$ cat config.mk
export PLATFORM = sky130hd
export DESIGN_NAME = i2s_tx_stereo_flat
export DESIGN_NICKNAME = d
export VERILOG_FILES = /design/src/rtl/i2s_tx_stereo_if.sv /design/src/rtl/i2s_tx_stereo.sv /design/src/flat_wrapper.sv
export SDC_FILE = /design/constraint.sdc
export NUM_CORES = 1
export LEC_CHECK = 0
export CAP_MARGIN = 10
export CORE_UTILIZATION = 40
export CTS_CLUSTER_SIZE = 24
export DETAILED_ROUTE_END_ITERATION = 16
export GPL_TIMING_DRIVEN = 0
export HOLD_SLACK_MARGIN = 0.15
export PLACE_DENSITY_LB_ADDON = 0.2
export RECOVER_POWER = 25
export SYNTH_ARGS = -nofsm -noshare
export SYNTH_HDL_FRONTEND = slang
export SYNTH_SLANG_ARGS = --single-unit
$ cat constraint.sdc
create_clock -name sck -period 4.5 [get_ports sck]
set_input_delay 0.9 -clock sck [delete_from_list [all_inputs] [get_ports sck]]
set_output_delay 0.9 -clock sck [all_outputs]
set_load 0.01 [all_outputs]
$ cat src/rtl/i2s_tx_stereo_if.sv
// Sample-pair handshake and I2S line bundle for the stereo transmitter.
// The source side uses master; the transmitter uses slave.
interface i2s_tx_stereo_if #(
  parameter int BITS_PRECISION = 10
);
  logic [BITS_PRECISION-1:0] in_left;
  logic [BITS_PRECISION-1:0] in_right;
  logic                      in_valid;
  logic                      in_ready;
  logic                      ws;
  logic                      sd;
  logic                      frame_start;
  logic                      underrun;

  modport master (
    output in_left, in_right, in_valid,
    input  in_ready, ws, sd, frame_start, underrun
  );

  modport slave (
    input  in_left, in_right, in_valid,
    output in_ready, ws, sd, frame_start, underrun
  );
endinterface

$ cat src/rtl/i2s_tx_stereo.sv
// Stereo I2S transmitter. One left/right pair per frame, one frame of
// buffering, MSB-first with the one-bit delay after every ws edge.
// Everything runs on sck; all line outputs are registered.
module i2s_tx_stereo #(
  parameter int BITS_PRECISION = 10,
  parameter int SLOT_BITS      = 16
) (
  input  logic            sck,
  input  logic            rst,
  i2s_tx_stereo_if.slave  bus
);

  localparam int              PW     = $clog2(SLOT_BITS);
  localparam logic [PW-1:0]   P_LAST = PW'(SLOT_BITS - 1);
  localparam logic [PW-1:0]   P_ONE  = PW'(1);
  localparam logic [PW-1:0]   P_BITS = PW'(BITS_PRECISION);

  // A slot must fit the delay bit plus every data bit.
  generate
    if (SLOT_BITS < BITS_PRECISION + 1) begin : g_bad_slot
      $error("i2s_tx_stereo: SLOT_BITS must be >= BITS_PRECISION+1");
    end
  endgenerate

  logic [PW-1:0]             p_q, p_d;
  logic                      ws_q, ws_d;
  logic [BITS_PRECISION-1:0] hold_l_q, hold_l_d;
  logic [BITS_PRECISION-1:0] hold_r_q, hold_r_d;
  logic                      hold_full_q, hold_full_d;
  logic [BITS_PRECISION-1:0] act_l_q, act_l_d;
  logic [BITS_PRECISION-1:0] act_r_q, act_r_d;
  logic                      primed_q, primed_d;
  logic                      sd_q, sd_d;
  logic                      frame_start_q, frame_start_d;
  logic                      underrun_q, underrun_d;

  logic                      load;
  logic                      in_ready;
  logic                      xfer;
  logic [BITS_PRECISION-1:0] word;
  logic [BITS_PRECISION-1:0] word_sh;
  logic [PW-1:0]             shamt;

  // Last cycle of the right slot: the active words are replaced here.
  assign load     = (p_q == P_LAST) && ws_q;
  // In reset the holding register is being emptied, so report ready.
  assign in_ready = !rst || !hold_full_q || load;
  assign xfer     = bus.in_valid && in_ready;

  // Next-state: slot counter, buffer movement, and the registered line values.
  always_comb begin
    p_d           = (p_q == P_LAST) ? '0 : p_q + P_ONE;
    ws_d          = (p_q == P_LAST) ? ~ws_q : ws_q;
    hold_l_d      = hold_l_q;
    hold_r_d      = hold_r_q;
    hold_full_d   = hold_full_q;
    act_l_d       = act_l_q;
    act_r_d       = act_r_q;
    primed_d      = primed_q;
    word          = '0;
    word_sh       = '0;
    shamt         = '0;
    sd_d          = 1'b0;

    if (load) begin
      if (hold_full_q) begin
        act_l_d     = hold_l_q;
        act_r_d     = hold_r_q;
        hold_full_d = 1'b0;
      end else begin
        act_l_d     = '0;
        act_r_d     = '0;
      end
    end

    // A pair arriving on an empty load cycle waits a frame; it never bypasses
    // into the active words, so a frame is never half old and half new.
    if (xfer) begin
      hold_l_d    = bus.in_left;
      hold_r_d    = bus.in_right;
      hold_full_d = 1'b1;
      primed_d    = 1'b1;
    end

    frame_start_d = load;
    underrun_d    = load && !hold_full_q && primed_q;

    // Data bit for the position shown next cycle: p=1 carries the MSB.
    word  = ws_d ? act_r_d : act_l_d;
    shamt = p_d - P_ONE;
    word_sh = word << shamt;
    if ((p_d != '0) && (p_d <= P_BITS)) begin
      sd_d = word_sh[BITS_PRECISION-1];
    end
  end

  // State register; reset parks the counter on the load cycle.
  always_ff @(posedge sck) begin
    if (!rst) begin
      p_q           <= P_LAST;
      ws_q          <= 1'b1;
      hold_l_q      <= '0;
      hold_r_q      <= '0;
      hold_full_q   <= 1'b0;
      act_l_q       <= '0;
      act_r_q       <= '0;
      primed_q      <= 1'b0;
      sd_q          <= 1'b0;
      frame_start_q <= 1'b0;
      underrun_q    <= 1'b0;
    end else begin
      p_q           <= p_d;
      ws_q          <= ws_d;
      hold_l_q      <= hold_l_d;
      hold_r_q      <= hold_r_d;
      hold_full_q   <= hold_full_d;
      act_l_q       <= act_l_d;
      act_r_q       <= act_r_d;
      primed_q      <= primed_d;
      sd_q          <= sd_d;
      frame_start_q <= frame_start_d;
      underrun_q    <= underrun_d;
    end
  end

  assign bus.in_ready    = in_ready;
  assign bus.ws          = ws_q;
  assign bus.sd          = sd_q;
  assign bus.frame_start = frame_start_q;
  assign bus.underrun    = underrun_q;

endmodule

$ cat src/flat_wrapper.sv
// flat-port wrapper written by rule: the top's interface ports become plain ports
module i2s_tx_stereo_flat 
#(
  parameter int BITS_PRECISION = 10,
  parameter int SLOT_BITS      = 16
)
  (sck, rst, bus_in_left, bus_in_right, bus_in_valid, bus_in_ready, bus_ws, bus_sd, bus_frame_start, bus_underrun);
  i2s_tx_stereo_if #(.BITS_PRECISION(BITS_PRECISION)) bus_i ();
  input  logic sck;
  input  logic rst;
  input wire logic [$bits(bus_i.in_left)-1:0] bus_in_left;
  input wire logic [$bits(bus_i.in_right)-1:0] bus_in_right;
  input wire logic [$bits(bus_i.in_valid)-1:0] bus_in_valid;
  output wire logic [$bits(bus_i.in_ready)-1:0] bus_in_ready;
  output wire logic [$bits(bus_i.ws)-1:0] bus_ws;
  output wire logic [$bits(bus_i.sd)-1:0] bus_sd;
  output wire logic [$bits(bus_i.frame_start)-1:0] bus_frame_start;
  output wire logic [$bits(bus_i.underrun)-1:0] bus_underrun;
  assign bus_i.in_left = bus_in_left;
  assign bus_i.in_right = bus_in_right;
  assign bus_i.in_valid = bus_in_valid;
  assign bus_in_ready = bus_i.in_ready;
  assign bus_ws = bus_i.ws;
  assign bus_sd = bus_i.sd;
  assign bus_frame_start = bus_i.frame_start;
  assign bus_underrun = bus_i.underrun;
  i2s_tx_stereo #(.BITS_PRECISION(BITS_PRECISION), .SLOT_BITS(SLOT_BITS)) u_core (.sck(sck), .rst(rst), .bus(bus_i));
endmodule
==> run_results.csv <==
group,metric,value,unit
placement,dp_cells,370,
floorplanning,start_util,42.3,%
power,power_density,395,nW/um2
yosys,async_flop_share,0,%
sta,fin_worst_skew,0.00780,ns
yosys,synth_edf_count,0,
finish,instances_no_fill,377,
sta,rsz0062_at_grt,"false",
sta,tightest_slew,0.578,ns
placement,dpl.hpwl,3.85,mm
setup_path,startpoint_type,"register",
sta,layout_setup_ws,0.738,ns
clock_network,clk_latency,0.30,ns
sta,fin_crit_sh,83.6,%
yosys,synth-seq-area-share,41.9,%
floorplanning,core_area,5640,um2
power,ir_drop,0.175,mV
sta,tns,0,ns
detailed_routing,viasPerCell,5.12,
sta,finalSetupViolations,0,
finish,diodes,0,
power,share_comb_of_total_power,27.9,%
yosys,syn_area,2390,um2
clock_network,cts_hold_buf,0,
setup_path,arrival,2.86,ns
yosys,synth.avg_cell_area,8.81,um2
sta,min_period,3.76,ns
clock_network,post-cts-setup-buffer-count,0,
setup_path,reg2reg_slack,0.94,ns
status,outcome,"finished clean",
placement,placement.cell_area,2750,um2
finish,postLayoutCellArea,2860,um2
grt,antenna_found_initial,0,
job,drv_cap,0,
detailed_routing,post-route-drc-count,0,
power,seq_power_share,43.2,%
floorplanning,fp.dieArea,6280,um2
grt,grt_pass1_wl,9.43,mm
clock_network,cts_sinks,50,
yosys,post_synth_num_cell_types,41,
setup_path,crit_path_start,"u_core.p_q[0]$_SDFF_PN1_",
setup_path,cp-endpoint,"bus_in_ready",
finish,layout-drive-gt1-share,6.89,%
setup_path,r2r-start,"u_core.p_q[0]$_SDFF_PN1_",
setup_path,crit_type,"reg -> out",
power,p_int,784,uW
finish,fillers,558,
yosys,synthCells,271,
setup_path,critPathCaptureType,"output port",
sta,slew_headroom,61.5,%
clock_network,clock_tree.buffer_depth,2,
floorplanning,die_h,79.3,um
yosys,yosys.area.top_type,"dfxtp_1",
finish,utilization,50.7,%
placement,portBuffers,27,
floorplanning,row_count,27,
detailed_routing,route.detailed.wl_per_inst,14.1,um
clock_network,cts_root_buffer,"clkbuf_8",
power,switching_share,30.6,%
clock_network,cts_tree,"built",
detailed_routing,antenna_left,0,
clock_network,ctsResizeCount,0,
detailed_routing,drt-pass1-iter-count,4,
yosys,synth_nets,297,
finish,area_delta_synth_final,19.7,%
power,switching_power,345,uW
clock_network,h-tree-depth,2,
yosys,ys_warn_count,0,
detailed_routing,route.vias.total,1932,
placement,gp_congestion,0.860,
placement,preCtsSetupSlack,1.26,ns
detailed_routing,wl,5.32,mm
setup_path,crit-reg2reg-capture,"u_core.bus.sd$_SDFF_PN0_",
grt,grt_pass1_vias,1956,
sta,timing.fmax,0.266,GHz
floorplanning,dieWidth,79.3,um
setup_path,worstPathRequired,3.60,ns
clock_network,cts-buffers-inserted,5,
yosys,synth_seq_cells,50,
detailed_routing,drt-initial-drc-count,120,
power,p_leak,0.00105,uW
setup_path,rr_worst_depth,11,
sta,hold_viol,0,
grt,grt_remaining_overflow,0,
sta,drv_slew,0,
grt,grtUsageTotal,19.5,%
grt,grt_max_degree,15,
yosys,synth_top_area_share,41.9,%
power,power_frac_clock,28.9,%
clock_network,clk_pin_slew,0.09,ns
setup_path,worst-path-max-fanout,10,
hold_path,hold_class,"reg -> reg",
yosys,synth-main-ff-cell,"dfxtp_1",
yosys,netlist_top_cells_area,"dfxtp_1, a21boi_0, nand2_1, mux4_2, nor2b_1",
finish,nets,331,
floorplanning,top_level_ports,28,
metal layers:
metal	part of all wire, %	track usage, %	vias to the layer above
met5	0	0	-
met4	1.3	6.73	0
met3	3.0	3.91	7
met2	46	32.2	31
met1	50	25.1	891
li1	-	-	1003
sequential cells by signal, summed over array words and instances (netlist names):
name                    count
u_core.hold_l_q            10
u_core.primed_q             1
u_core.bus.ws               1
u_core.act_r_q             10
u_core.bus.underrun         1
u_core.act_l_q             10
u_core.hold_r_q            10
u_core.p_q                  4
u_core.bus.frame_start      1
u_core.hold_full_q          1
u_core.bus.sd               1
cells by family after synthesis:
family                     Yosys count  synth area share, %
AOI/OAI and AO/OA                   61                 19.0
adders and majority gates            3                 1.57
DFF                                 50                 41.9
and+or+nand+nor                    119                 24.6
buffers and inverters               26                 5.24
muxes                               12                 7.65
through the flow:
stage	power, uW	hold WS, ns
6_report	1130	0.460
5_1_grt	1190	0.481
4_1_cts	1140	0.464
3_5_place_dp	812	0.448
3_3_place_gp	810	0.447
2_1_floorplan	719	0.433
worst min path at each step:
stage / startpoint / to / slack, ns / depth (start not counted)
after detailed placement: u_core.primed_q$_SDFFE_PN0P_ / u_core.primed_q$_SDFFE_PN0P_ / 0.45 / 1
after global placement: u_core.hold_l_q[8]$_SDFFE_PN0P_ / u_core.hold_l_q[8]$_SDFFE_PN0P_ / 0.45 / 2
after floorplan: u_core.primed_q$_SDFFE_PN0P_ / u_core.primed_q$_SDFFE_PN0P_ / 0.43 / 1
after global routing: u_core.hold_l_q[3]$_SDFFE_PN0P_ / u_core.hold_l_q[3]$_SDFFE_PN0P_ / 0.48 / 2
final: u_core.hold_l_q[3]$_SDFFE_PN0P_ / u_core.hold_l_q[3]$_SDFFE_PN0P_ / 0.46 / 2
after CTS: u_core.hold_l_q[3]$_SDFFE_PN0P_ / u_core.hold_l_q[3]$_SDFFE_PN0P_ / 0.46 / 2
placed cells by master (no fill, tap or decap), types with 2 or more instances in the layout:
cell type and instances:
a21boi_0 30, a21oi_1 4, a31oi_1 7, a32oi_1 3, and2_1 13, buf_2 2, buf_6 3, clkbuf_1 17
clkbuf_8 6, clkdlybuf4s50_1 22, dfxtp_1 50, dlygate4sd3_1 5, ha_1 3, inv_1 4, mux2i_1 7, mux4_2 5
nand2_1 53, nand2b_1 10, nand3_1 10, nor2_1 7, nor2b_1 16, nor3_1 2, o21a_1 2, o21ai_0 4
critical path: stages, from the launching register on:
cell	delay, ns
dfxtp_1	0.47
ha_1	0.26
clkbuf_1	0.33
and3_1	0.21
clkbuf_1	0.22
ha_1	0.31
nor2b_1	0.10
nand2_1	0.11
clkdlybuf4s50_1	0.55
cell usage after synthesis (2+ instances only):
cell      count
nand2_1      53
dfxtp_1      50
a21boi_0     30
nor2b_1      16
clkbuf_1     14
and2_1       13
nand2b_1     10
nand3_1      10
a31oi_1       7
mux2i_1       7
nor2_1        7
mux4_2        5
a21oi_1       4
buf_2         4
inv_1         4
o21ai_0       4
a32oi_1       3
buf_6         3
ha_1          3
nor3_1        2
o21a_1        2
area by class of cell:
cell class              instances  area [um2]  area share [%]
plain buffers                  22         108            3.76
multi-input cells             195        1260            44.2
clock inverters                 1        30.0            1.05
flip-flops and latches         50        1000            35.0
well taps                      72        90.1            3.15
repair buffers                 27         270            9.45
clock buffers                   6        82.6            2.89
inverters                       4        15.0           0.525
power by group through the flow:
stage	Sequential (uW)	Combinational, uW	Clock, uW
6_report	488	314	327
5_1_grt	492	351	350
4_1_cts	488	316	333
3_5_place_dp	499	314	0
2_1_floorplan	496	222	0
3_3_place_gp	498	313	0
No activity file was read; power rests on OpenSTA's default activity.
